$ cat src/rtl/game_pkg.sv
// Shared types and parameter defaults for the game state controller.
// State codes are fixed so the exported state bus is stable across revisions.
package game_pkg;

    typedef enum logic [2:0] {
        ST_IDLE      = 3'd0,
        ST_PLAY      = 3'd1,
        ST_RESPAWN   = 3'd2,
        ST_GAME_OVER = 3'd3,
        ST_WIN       = 3'd4
    } state_t;

    localparam int LIVES_W            = 4;
    localparam int TIMER_W            = 8;
    localparam int DEF_INIT_LIVES     = 3;
    localparam int DEF_MAX_LIVES      = 9;
    localparam int DEF_RESPAWN_FRAMES = 60;

endpackage

$ cat src/rtl/frame_timer.sv
// Loadable 8-bit frame down-counter used for the respawn delay.
// Latency: count updates one cycle after load/tick; expired is combinational on the expiring tick.
// Backpressure: none; ticks are never stalled.
module frame_timer
    import game_pkg::*;
(
    input  logic               clk,
    input  logic               resetN,
    input  logic               load,
    input  logic [TIMER_W-1:0] load_val,
    input  logic               tick,
    output logic [TIMER_W-1:0] count,
    output logic [TIMER_W-1:0] count_nxt,
    output logic               expired
);

    // count_nxt is exported so the parent can register outputs derived from the timer
    always_comb begin
        count_nxt = count;
        if (load) begin
            count_nxt = load_val;
        end else if (tick && (count != '0)) begin
            count_nxt = count - TIMER_W'(1);
        end
    end

    assign expired = tick && !load && (count == TIMER_W'(1));

    always_ff @(posedge clk or negedge resetN) begin
        if (!resetN) begin
            count <= '0;
        end else begin
            count <= count_nxt;
        end
    end

endmodule

$ cat src/rtl/game_state_controller.sv
// Game flow FSM: lives bookkeeping, respawn countdown, game over / win detection.
// Latency: all outputs registered, visible one cycle after the triggering input is sampled.
// Backpressure: none; inputs are sampled every cycle and pulses are never queued.
module game_state_controller
    import game_pkg::*;
#(
    parameter int INIT_LIVES     = DEF_INIT_LIVES,
    parameter int MAX_LIVES      = DEF_MAX_LIVES,
    parameter int RESPAWN_FRAMES = DEF_RESPAWN_FRAMES
) (
    input  logic               clk,
    input  logic               resetN,
    input  logic               startOfFrame,
    input  logic               start_game,
    input  logic               ball_lost,
    input  logic               bonus_life,
    input  logic               level_cleared,
    output logic [LIVES_W-1:0] lives,
    output logic [2:0]         state,
    output logic               ball_enable,
    output logic               respawn_pulse,
    output logic               flash,
    output logic               game_over,
    output logic               win
);

    state_t               st_q, st_nxt;
    logic [LIVES_W-1:0]   lives_nxt, lives_inc;
    logic                 pulse_nxt;
    logic                 lost_q;
    logic                 loss_edge;
    logic                 tmr_load;
    logic                 tmr_tick;
    logic                 tmr_expired;
    logic [TIMER_W-1:0]   tmr_count, tmr_count_nxt;

    assign loss_edge = ball_lost && !lost_q;
    assign tmr_tick  = startOfFrame && (st_q == ST_RESPAWN);
    assign lives_inc = (lives < LIVES_W'(MAX_LIVES)) ? lives + LIVES_W'(1) : LIVES_W'(MAX_LIVES);

    frame_timer u_frame_timer (
        .clk       (clk),
        .resetN    (resetN),
        .load      (tmr_load),
        .load_val  (TIMER_W'(RESPAWN_FRAMES)),
        .tick      (tmr_tick),
        .count     (tmr_count),
        .count_nxt (tmr_count_nxt),
        .expired   (tmr_expired)
    );

    always_comb begin
        st_nxt    = st_q;
        lives_nxt = lives;
        pulse_nxt = 1'b0;
        tmr_load  = 1'b0;
        case (st_q)
            ST_IDLE: begin
                lives_nxt = LIVES_W'(INIT_LIVES);
                if (start_game) begin
                    st_nxt    = ST_PLAY;
                    pulse_nxt = 1'b1;
                end
            end
            ST_PLAY: begin
                if (level_cleared) begin
                    st_nxt = ST_WIN;
                end else if (loss_edge) begin
                    // a bonus landing on the same cycle cancels the lost life
                    if (bonus_life || (lives > LIVES_W'(1))) begin
                        lives_nxt = bonus_life ? lives : lives - LIVES_W'(1);
                        tmr_load  = 1'b1;
                        st_nxt    = ST_RESPAWN;
                    end else begin
                        lives_nxt = '0;
                        st_nxt    = ST_GAME_OVER;
                    end
                end else if (bonus_life) begin
                    lives_nxt = lives_inc;
                end
            end
            ST_RESPAWN: begin
                if (bonus_life) begin
                    lives_nxt = lives_inc;
                end
                if (tmr_expired) begin
                    st_nxt    = ST_PLAY;
                    pulse_nxt = 1'b1;
                end
            end
            ST_GAME_OVER, ST_WIN: begin
                if (start_game) begin
                    lives_nxt = LIVES_W'(INIT_LIVES);
                    st_nxt    = ST_PLAY;
                    pulse_nxt = 1'b1;
                end
            end
            default: begin
                st_nxt    = ST_IDLE;
                lives_nxt = LIVES_W'(INIT_LIVES);
            end
        endcase
    end

    always_ff @(posedge clk or negedge resetN) begin
        if (!resetN) begin
            st_q          <= ST_IDLE;
            lives         <= LIVES_W'(INIT_LIVES);
            lost_q        <= 1'b0;
            ball_enable   <= 1'b0;
            respawn_pulse <= 1'b0;
            flash         <= 1'b0;
            game_over     <= 1'b0;
            win           <= 1'b0;
        end else begin
            st_q          <= st_nxt;
            lives         <= lives_nxt;
            lost_q        <= ball_lost;
            ball_enable   <= (st_nxt == ST_PLAY);
            respawn_pulse <= pulse_nxt;
            flash         <= (st_nxt == ST_RESPAWN) && tmr_count_nxt[3];
            game_over     <= (st_nxt == ST_GAME_OVER);
            win           <= (st_nxt == ST_WIN);
        end
    end

    assign state = st_q;

endmodule

$ cat config.mk
export PLATFORM = sky130hd
export DESIGN_NAME = game_state_controller
export DESIGN_NICKNAME = d
export VERILOG_FILES = /design/src/rtl/game_pkg.sv /design/src/rtl/frame_timer.sv /design/src/rtl/game_state_controller.sv
export SDC_FILE = /design/constraint.sdc
export NUM_CORES = 1
export LEC_CHECK = 0
export CAP_MARGIN = 10
export CORE_AREA = 2 2 50 52
export CTS_BUF_LIST = sky130_fd_sc_hd__clkbuf_8
export CTS_CLUSTER_SIZE = 24
export DETAILED_ROUTE_END_ITERATION = 10
export DIE_AREA = 0 0 52 54
export HOLD_SLACK_MARGIN = 0.15
export PLACE_DENSITY = 0.83
export SKIP_CTS_REPAIR_TIMING = 1
export SYNTH_ARGS = -nofsm -noshare
export SYNTH_HDL_FRONTEND = slang
export SYNTH_SLANG_ARGS = --single-unit
$ cat constraint.sdc
create_clock -name clk -period 3.35 [get_ports clk]
set_input_delay 0.5025 -clock clk [delete_from_list [all_inputs] [get_ports clk]]
set_output_delay 0.5025 -clock clk [all_outputs]
set_load 0.02 [all_outputs]
# Word-level counts from Yosys, hierarchy flattened
# Cells that the tools add are included.
# classes
n_addsub,3
n_mul,0
div,0
magnitude_cmp,2
eq_ne,12
shifts,0
mux,23
n_bitwise,0
reduce_logical,15
# ops
operator,count
$mux W4,7
$mux W8,2
$eq A3 B2 Y1 const B,4
$mux W3,4
$pmux W4 S3,1
$pmux W3 S3,1
$eq A8 B1 Y1 const B,1
$reduce_bool A8 Y1,1
$sub A8 B1 Y8 const B,1
$mux W1,7
$eq A3 B1 Y1 const B,2
$eq A3 B3 Y1 const B,2
$logic_and A1 B1 Y1,6
$add A4 B1 Y4 const B,1
$gt A4 B1 Y1 const B,1
$lt A4 B4 Y1 const B,1
$ne A2 B2 Y1 const B,2
$ne A4 B4 Y1 const B,1
$sub A4 B1 Y4 const B,1
$logic_not A3 Y1,1
$reduce_and A3 Y1,1
$reduce_or A3 Y1,1
$logic_not A1 Y1,2
$pmux W1 S2,1
other kinds (3),3
# totals
regBits,21
latchBits,0
ramBits,0
rom_bits,0
out_inout_bits,12
elab_cells,65
memories,0

# Depth between registers and ports, before layout
# Gate-level depths: netlist of the first run.
# depth
ltp_word,13
depth_mapped,7
ltp_nobuf,7

# Hierarchy
# From an unflattened synthesis of the first run, not the netlist that was laid out.
# hier_totals
cells_unflattened,158
hier_area_um2,1485.2
# by_module_without_submodules
mod,n_inst,cells_each,area_per_inst_um2,seq_area_each_um2
game_state_controller,1,95,914.6,327.8
frame_timer,1,63,570.5,200.2

# Least setup slack after synthesis of the first run
# OpenSTA, ideal clock, no wires.
# synth_timing
path_kind,flip-flop to flip-flop
startpoint,reg lives[0]
endpoint,reg flash
setup_ns,0.067
arrival_time_ns,1.859
required_time_ns,3.283
path_slack_ns,1.424
path_stages_with_launch,8
path_buffers,0
period_less_slack_ns,1.926
path_cell_list,dfstp_2 -> inv_1 -> ha_1 -> or2_2 -> and2_1 -> o21ai_0 -> and3_4 -> and3_1
# synth_via
elab_chain_len,13
word_cells_on_any_way,17
classes_between,1 x order compare; 1 x eq/ne; 10 x mux; 5 x reduce/logical
# synth_rtl
element,line,text
"start, declared",game_state_controller.sv:18,"output logic [LIVES_W-1:0] lives,"
"start signal, assigned",game_state_controller.sv:108,lives <= LIVES_W'(INIT_LIVES);
"start signal, assigned",game_state_controller.sv:117,lives <= lives_nxt;
$gt A4 B1 Y1 *,game_state_controller.sv:70,if (bonus_life || (lives > LIVES_W'(1))) begin
$logic_or A1 B1 Y1 *,game_state_controller.sv:70,
$mux W1,game_state_controller.sv:70,
$mux W1,game_state_controller.sv:68,end else if (loss_edge) begin
$mux W1,game_state_controller.sv:66,if (level_cleared) begin
$mux W1,game_state_controller.sv:57,case (st_q)
$logic_not A1 Y1,frame_timer.sv:27,assign expired = tick && !load && (count == TIMER_W'(1));
$logic_and A1 B1 Y1 (2 in series),frame_timer.sv:27,
$mux W3,game_state_controller.sv:86,if (tmr_expired) begin
$pmux W3 S3,game_state_controller.sv:57,
$eq A3 B2 Y1,game_state_controller.sv:121,flash <= (st_nxt == ST_RESPAWN) && tmr_count_nxt[3];
$logic_and A1 B1 Y1 *,game_state_controller.sv:121,
"end signal, assigned",game_state_controller.sv:121,
"end, declared",game_state_controller.sv:22,"output logic flash,"
# Every way passes the cells marked *; elsewhere a longest branch is shown, timed or not.
# A chain may end at the register's enable or synchronous reset.

# Worst setup path in the final report of the first run
# layout_timing
startpoint,reg lives[0]
endpoint,reg lives[1]
# layout_via
elab_chain_len,6
word_cells_on_any_way,14
classes_between,2 x add/sub; 2 x order compare; 1 x eq/ne; 7 x mux; 2 x reduce/logical
# layout_rtl
element,line,text
$add A4 B1 Y4 (tied with other cells),game_state_controller.sv:39,assign lives_inc = (lives < LIVES_W'(MAX_LIVES)) ? lives + LIVES_W'(1) : LIVES_W'(MAX_LIVES);
$mux W4 (tied with other cells),game_state_controller.sv:39,
$mux W4 (on tied branches),"game_state_controller.sv:78, game_state_controller.sv:83, game_state_controller.sv:70",
$mux W4,game_state_controller.sv:68,
$mux W4,game_state_controller.sv:66,
$pmux W4 S3,game_state_controller.sv:57,
# Several ways; a longest one is shown, not always the timed one. The select of a mux whose other input is x is not followed.

==> impl_metrics.ini, run 1 <==
[status]
status = complete, no violations

[power]
power_leakage_uw = 0.000649
power.ir.vdd_worst_uv = 432
p_total_uw = 1220
powerDensity_nw_per_um2 = 798

[job]
max_cap_viol_count = 0

[logic_synthesis]
post-synth-top-area-fraction_pct = 37.2
synth_flop_cell = sky130_fd_sc_hd__dfrtp_1
post_synthesis_cells = 143
netlist.top_cell.by_area = sky130_fd_sc_hd__dfrtp_1
post_synth_instance_area_um2 = 1280
synth_edf_count = 0
synthDistinctLibCells = 44
avgSynthCellArea_um2 = 8.94
synth-seq-area-share_pct = 41.3
synth_fp_nets = 155
yosysWarningCount = 0
most_area_consuming_cells_after_synthesis = sky130_fd_sc_hd__dfrtp_1 37%, sky130_fd_sc_hd__nor2_1 5.6%, sky130_fd_sc_hd__ha_1 4.9%, sky130_fd_sc_hd__dfstp_2 4.1%, sky130_fd_sc_hd__o21ai_0 3.5%
synth-async-reset-ratio_pct = 100
postSynthRegisterBits = 21

[final_layout]
final_cells = 192
layout-drive-gt1-share_pct = 6.79
area.growth.synth_to_final_pct = 19.2
nets = 175
insertedDiodeCount = 0
final_cell_area_um2 = 1520
fin_util_pct = 65.7

[sta]
rsz_0062_raised_after_global_routing = false
achievable-frequency_mhz = 485
layout_min_cycle_time_ps = 2060
tns_ps = 0
finalClockSkew_ps = 1.31
drv_slew = 0
max_slew_margin_pct = 39.3
hold_viol_final = 0
final_min_period_over_clock_period_pct = 61.5
setup_viol = 0
worst_slew_pin_slew_ps = 908

[critical_path]
worstSetupEndpointType = flip-flop
critical_path_arrival_ps = 2240
crit_path_max_fanout = 6
timing.critical_path.from_type = flip-flop
reg2reg_slack_ps = 1290
cp_data_required_time_ps = 3530
timing_worst_setup_path_type = reg2reg
worst_r2r_path_cells = 7
timing.rr.end = lives[1]
r2r_start = lives[0]

[cts]
root_buffer = sky130_fd_sc_hd__clkbuf_8
cts_sinks = 21
cts.reportedPaths.clkPinSlew_ps = 70
worstSkewPairLatency_ps = 260
tritoncts = yes
deepest_level_of_the_cts_h_tree = 1
ctsLongestPathBuffers = 2
cts_made_buffers = 3

[floorplanning]
core_outline_area_um2 = 2320
pin_count = 19
height_of_the_die_um = 54
placementRows = 18
width_of_the_die_um = 52
design.die.area_um2 = 2810
initial_util_pct = 55.1

[global_route]
gr-usage-met3_pct = 4.17
grt.total_usage_pct = 21.4
met2_resource_use_gr_pct = 37.1
pin_count_of_the_biggest_net_entering_global_routing = 22
vias_in_the_first_global_route = 1000
grt-busiest-layer = met2
gr_overflow_total = 0
met1_track_usage_gr_pct = 26.0
global_route_wire_length_before_repair_mm = 4.42
number_of_antenna_violations_at_the_first_check_in_global_routing = 0

[hold_path]
worstHoldPathCells = 2
hold_path.startpoint = u_frame_timer.count[5]
hold_end = u_frame_timer.count[5]
hold_class = reg2reg

[routing]
drt_pre_antenna_iters = 4
vias_per_cell = 5.69
drtIter0Drc = 16
routed_len_inst_um = 13.8
routed_wl_mm = 2.65
detailroute.via_count = 1093
drc_errors = 0
route.antenna.remaining_nets = 0

[placed_design]
quantity_of_i_o_buffers_inserted_on_ports = 18
globalplace.congestion = 0.850
dp_hpwl_mm = 1.90
placed_cells_incl_taps = 188
postPlaceCellArea_um2 = 1480
## routing by layer
layer / routed length, µm / part of all wire [%] / vias up
li1: - / - / 537
met1: 1260 / 47 / 522
met2: 1240 / 47 / 29
met3: 110 / 4.2 / 5
met4: 40 / 1.5 / 0
met5: 0 / 0 / -
## power breakdown
| part | internal, µW | switching, µW | leakage (µW) |
|---|---|---|---|
| combinational | 272 | 306 | 0.000363 |
| clock | 81.8 | 80.8 | 0.0000269 |
| sequential | 347 | 129 | 0.000259 |
| total | 701 | 515 | 0.000649 |
## worst max-delay path by stage
stage               startpoint        to  slack, ps  cells after the start
finish                lives[0]  lives[1]       1290                      7
global route          lives[0]  lives[0]       1120                      7
CTS                   lives[0]  lives[0]       1280                      7
detailed placement  bonus_life  lives[0]       1090                      6
global placement    bonus_life  lives[0]       1130                      6
floorplan             lives[0]     flash       1420                      7
## final cells by class
class,instances,area [µm²]
clock inverter,1,3.75
fill,191,796
clock buffer,3,41.3
sequential,21,528
tap,30,37.5
multi-input combinational,110,699
timing repair buffer,18,180
inverter,9,33.8
## cells in the final DEF, fill, tap and decap left out, drive strengths merged, types with 3 or more instances in the layout
cell,instances
a211oi,3
a21oi,8
and3,3
clkbuf,3
clkdlybuf4s50,18
dfrtp,19
ha,5
inv,10
nand2,12
nand2b,5
nor2,19
nor2b,5
nor3,3
o21ai,11
or3,3
xnor2,3
xor2,3
## stage by stage
step | hold WS, ps | setup slack (ps)
after CTS | 597 | 1280
final | 597 | 1290
after global routing | 610 | 1120
after floorplan | 207 | 1420
after global placement | 557 | 1130
after detailed placement | 569 | 1090
## cell usage after synthesis (2+ instances only)
library cell               number
sky130_fd_sc_hd__dfrtp_1       19
sky130_fd_sc_hd__nor2_1        19
sky130_fd_sc_hd__nand2_1       11
sky130_fd_sc_hd__inv_1          9
sky130_fd_sc_hd__o21ai_0        9
sky130_fd_sc_hd__a21oi_1        7
sky130_fd_sc_hd__ha_1           5
sky130_fd_sc_hd__nand2b_1       5
sky130_fd_sc_hd__nor2b_1        5
sky130_fd_sc_hd__a211oi_1       3
sky130_fd_sc_hd__nor3_1         3
sky130_fd_sc_hd__or3_1          3
sky130_fd_sc_hd__xnor2_1        3
sky130_fd_sc_hd__xor2_1         3
sky130_fd_sc_hd__a22oi_1        2
sky130_fd_sc_hd__and2_1         2
sky130_fd_sc_hd__and3_1         2
sky130_fd_sc_hd__buf_2          2
sky130_fd_sc_hd__dfstp_2        2
sky130_fd_sc_hd__nand3b_1       2
sky130_fd_sc_hd__nand4b_1       2
sky130_fd_sc_hd__o21ai_1        2
sky130_fd_sc_hd__or3b_1         2
## cell families after synthesis
kind of cell | share of synthesized area, %
AOI/OAI and AO/OA | 16.8
adders and majority gates | 4.89
xor gates and xnor gates | 4.11
DFF | 41.3
and+or+nand+nor | 28.1
buffers and inverters | 4.01
muxes | 0.783
## registers in the layout (all words and copies together), names as in the netlist
signal	count
u_frame_timer.count	8
lives	4
state	3
ball_enable	1
flash	1
game_over	1
lost_q	1
respawn_pulse	1
win	1
## critical path: stages (launching register included)
cell	delay (ps)
sky130_fd_sc_hd__dfstp_2	590
sky130_fd_sc_hd__inv_1	100
sky130_fd_sc_hd__ha_1	240
sky130_fd_sc_hd__or2_2	320
sky130_fd_sc_hd__a211o_1	330
sky130_fd_sc_hd__o21ai_1	150
sky130_fd_sc_hd__nor2_1	50
sky130_fd_sc_hd__a22oi_1	190
Note: power is estimated with default switching activity, not from simulation.
==> run 2, diff against run 1 <==
- CORE_AREA: 2 2 50 52 -> 2 2 40 69
- DIE_AREA: 0 0 52 54 -> 0 0 42 71
- PLACE_DENSITY: 0.83 -> 0.78
- clock period: 3.35 -> 1.95 ns (I/O delays scaled with it)
==> run 2 against run 1 <==
Routed wire length grew 16%. Clock skew grew 1.9 ps. Power increased by 81%. Critical path type unchanged. Critical endpoint unchanged.
==> impl_metrics.ini, run 2 (synthesized netlist as in run 1, its figures left out) <==
[cts]
cts_made_buffers = 3
cts.reportedPaths.clkPinSlew_ps = 80
tritoncts = yes
deepest_level_of_the_cts_h_tree = 1
root_buffer = sky130_fd_sc_hd__clkbuf_8
ctsLongestPathBuffers = 2
cts_sinks = 21
worstSkewPairLatency_ps = 250

[critical_path]
path_cells = inv_2 > ha_2 > or2_4 > a211o_4 > o21ai_1 > nor2_1 > a22oi_1
critical_path_buf_inv_count = 1
startpoint = lives[0]
r2r_start = lives[0]
critical_path_arrival_ps = 2040
cp.depth = 7
cp_data_required_time_ps = 2120
timing.critical_path.from_type = flip-flop
worstSetupEndpointType = flip-flop
critical-path-top-delay-family = compound AO/OA/AOI/OAI gates
crit_path_max_fanout = 5
worst_r2r_path_cells = 7
timing_worst_setup_path_type = reg2reg
critPathMaxStageDelay_ps = 550
slowest_stage_cell_on_the_critical_path = sky130_fd_sc_hd__dfstp_2

[routing]
drtIter0Drc = 33
route.antenna.remaining_nets = 0
drc_errors = 0
routed_len_inst_um = 15.5
drt_pre_antenna_iters = 4
detailroute.via_count = 1174
routed_wl_mm = 3.08
vias_per_cell = 5.90

[power]
switching_power_uw = 944
power_frac_clock_pct = 12.5
sequentialPowerShare_pct = 35.9
power.ir.vdd_worst_uv = 823
power.internal_uw = 1260
powerDensity_nw_per_um2 = 1360
power_leakage_uw = 0.000701
p_total_uw = 2210
power.combinational.fraction_pct = 51.7
switching_share_pct = 42.8

[job]
max_cap_viol_count = 0

[global_route]
number_of_antenna_violations_at_the_first_check_in_global_routing = 0
pin_count_of_the_biggest_net_entering_global_routing = 22
global_route_wire_length_before_repair_mm = 5.43
vias_in_the_first_global_route = 1194
grt.total_usage_pct = 23.2
gr_overflow_total = 0

[final_layout]
nets = 186
final_cell_mix = 19 x sky130_fd_sc_hd__nor2_1, 19 x sky130_fd_sc_hd__dfrtp_1, 18 x sky130_fd_sc_hd__clkdlybuf4s50_1
insertedDiodeCount = 0
max_reg_flops = 8
final_cells = 199
area.growth.synth_to_final_pct = 27.2
largest-register = u_frame_timer.count
layout-drive-gt1-share_pct = 15.6

[floorplanning]
width_of_the_die_um = 42
design.die.area_um2 = 2980
height_of_the_die_um = 71
core_outline_area_um2 = 2430
pin_count = 19
initial_util_pct = 52.6
placementRows = 24

[hold_path]
hold_class = in2async

[sta]
achievable-frequency_mhz = 535
final_min_period_over_clock_period_pct = 95.9
setup_viol = 0
rsz_0062_raised_after_global_routing = false
layout_min_cycle_time_ps = 1870
drv_slew = 0
finalClockSkew_ps = 3.21
hold_viol_final = 0
final.setup.worst_slack_ps = 79.9
max_slew_margin_pct = 75.6
worst_slew_pin_slew_ps = 365

[status]
status = complete, no violations

[placed_design]
globalplace.congestion = 0.819
dp_hpwl_mm = 2.40
quantity_of_i_o_buffers_inserted_on_ports = 18
placed_cells_incl_taps = 195
dp_worst_setup_slack_ps = -30.3
## run 2: final cells by class
| type | instances | area, µm² |
|---|---|---|
| Clock buffer | 3 | 41.3 |
| Multi-Input combinational cell | 110 | 724 |
| Timing Repair Buffer | 29 | 263 |
| Clock inverter | 1 | 3.75 |
| Tap cell | 26 | 32.5 |
| Inverter | 9 | 33.8 |
| Sequential cell | 21 | 528 |
| Fill cell | 204 | 806 |
## run 2: worst paths after layout
check                           end  slack [ps]
hold / removal                flash         380
min in group clk             lost_q         530
hold reg to reg            lives[0]         550
max in group asynchronous  lives[0]        1300
setup reg to reg           lives[1]          80
setup / recovery           lives[1]          80
## run 2: metal layers
metal / part of all wire (%) / vias to the layer above / GRT usage [%]
met3: 1.9 / 8 / 2.55
met5: 0 / - / 0
li1: - / 559 / -
met2: 56 / 23 / 42.4
met1: 39 / 584 / 26.9
met4: 2.7 / 0 / 9.32
## run 2: per-stage QoR
stage | cell area (µm²) | hold WS, ps | setup TNS (ps) | utilization [%]
after floorplan | 1280 | -3.09 | 0 | -
final | 1630 | 381 | 0 | 66.9
after global routing | 1630 | 395 | 0 | 66.9
after global placement | 1560 | 542 | 0 | 64.0
after detailed placement | 1560 | 567 | -30.3 | 64.0
after CTS | 1600 | 391 | -4.89 | 65.8
## run 2: power groups by stage
stage | sequential [µW] | combinational, µW | clock (µW)
after floorplan | 856 | 615 | 0
after global placement | 787 | 1060 | 0
after detailed placement | 795 | 1090 | 0
after CTS | 790 | 1100 | 277
after global routing | 820 | 1260 | 298
final | 791 | 1140 | 275
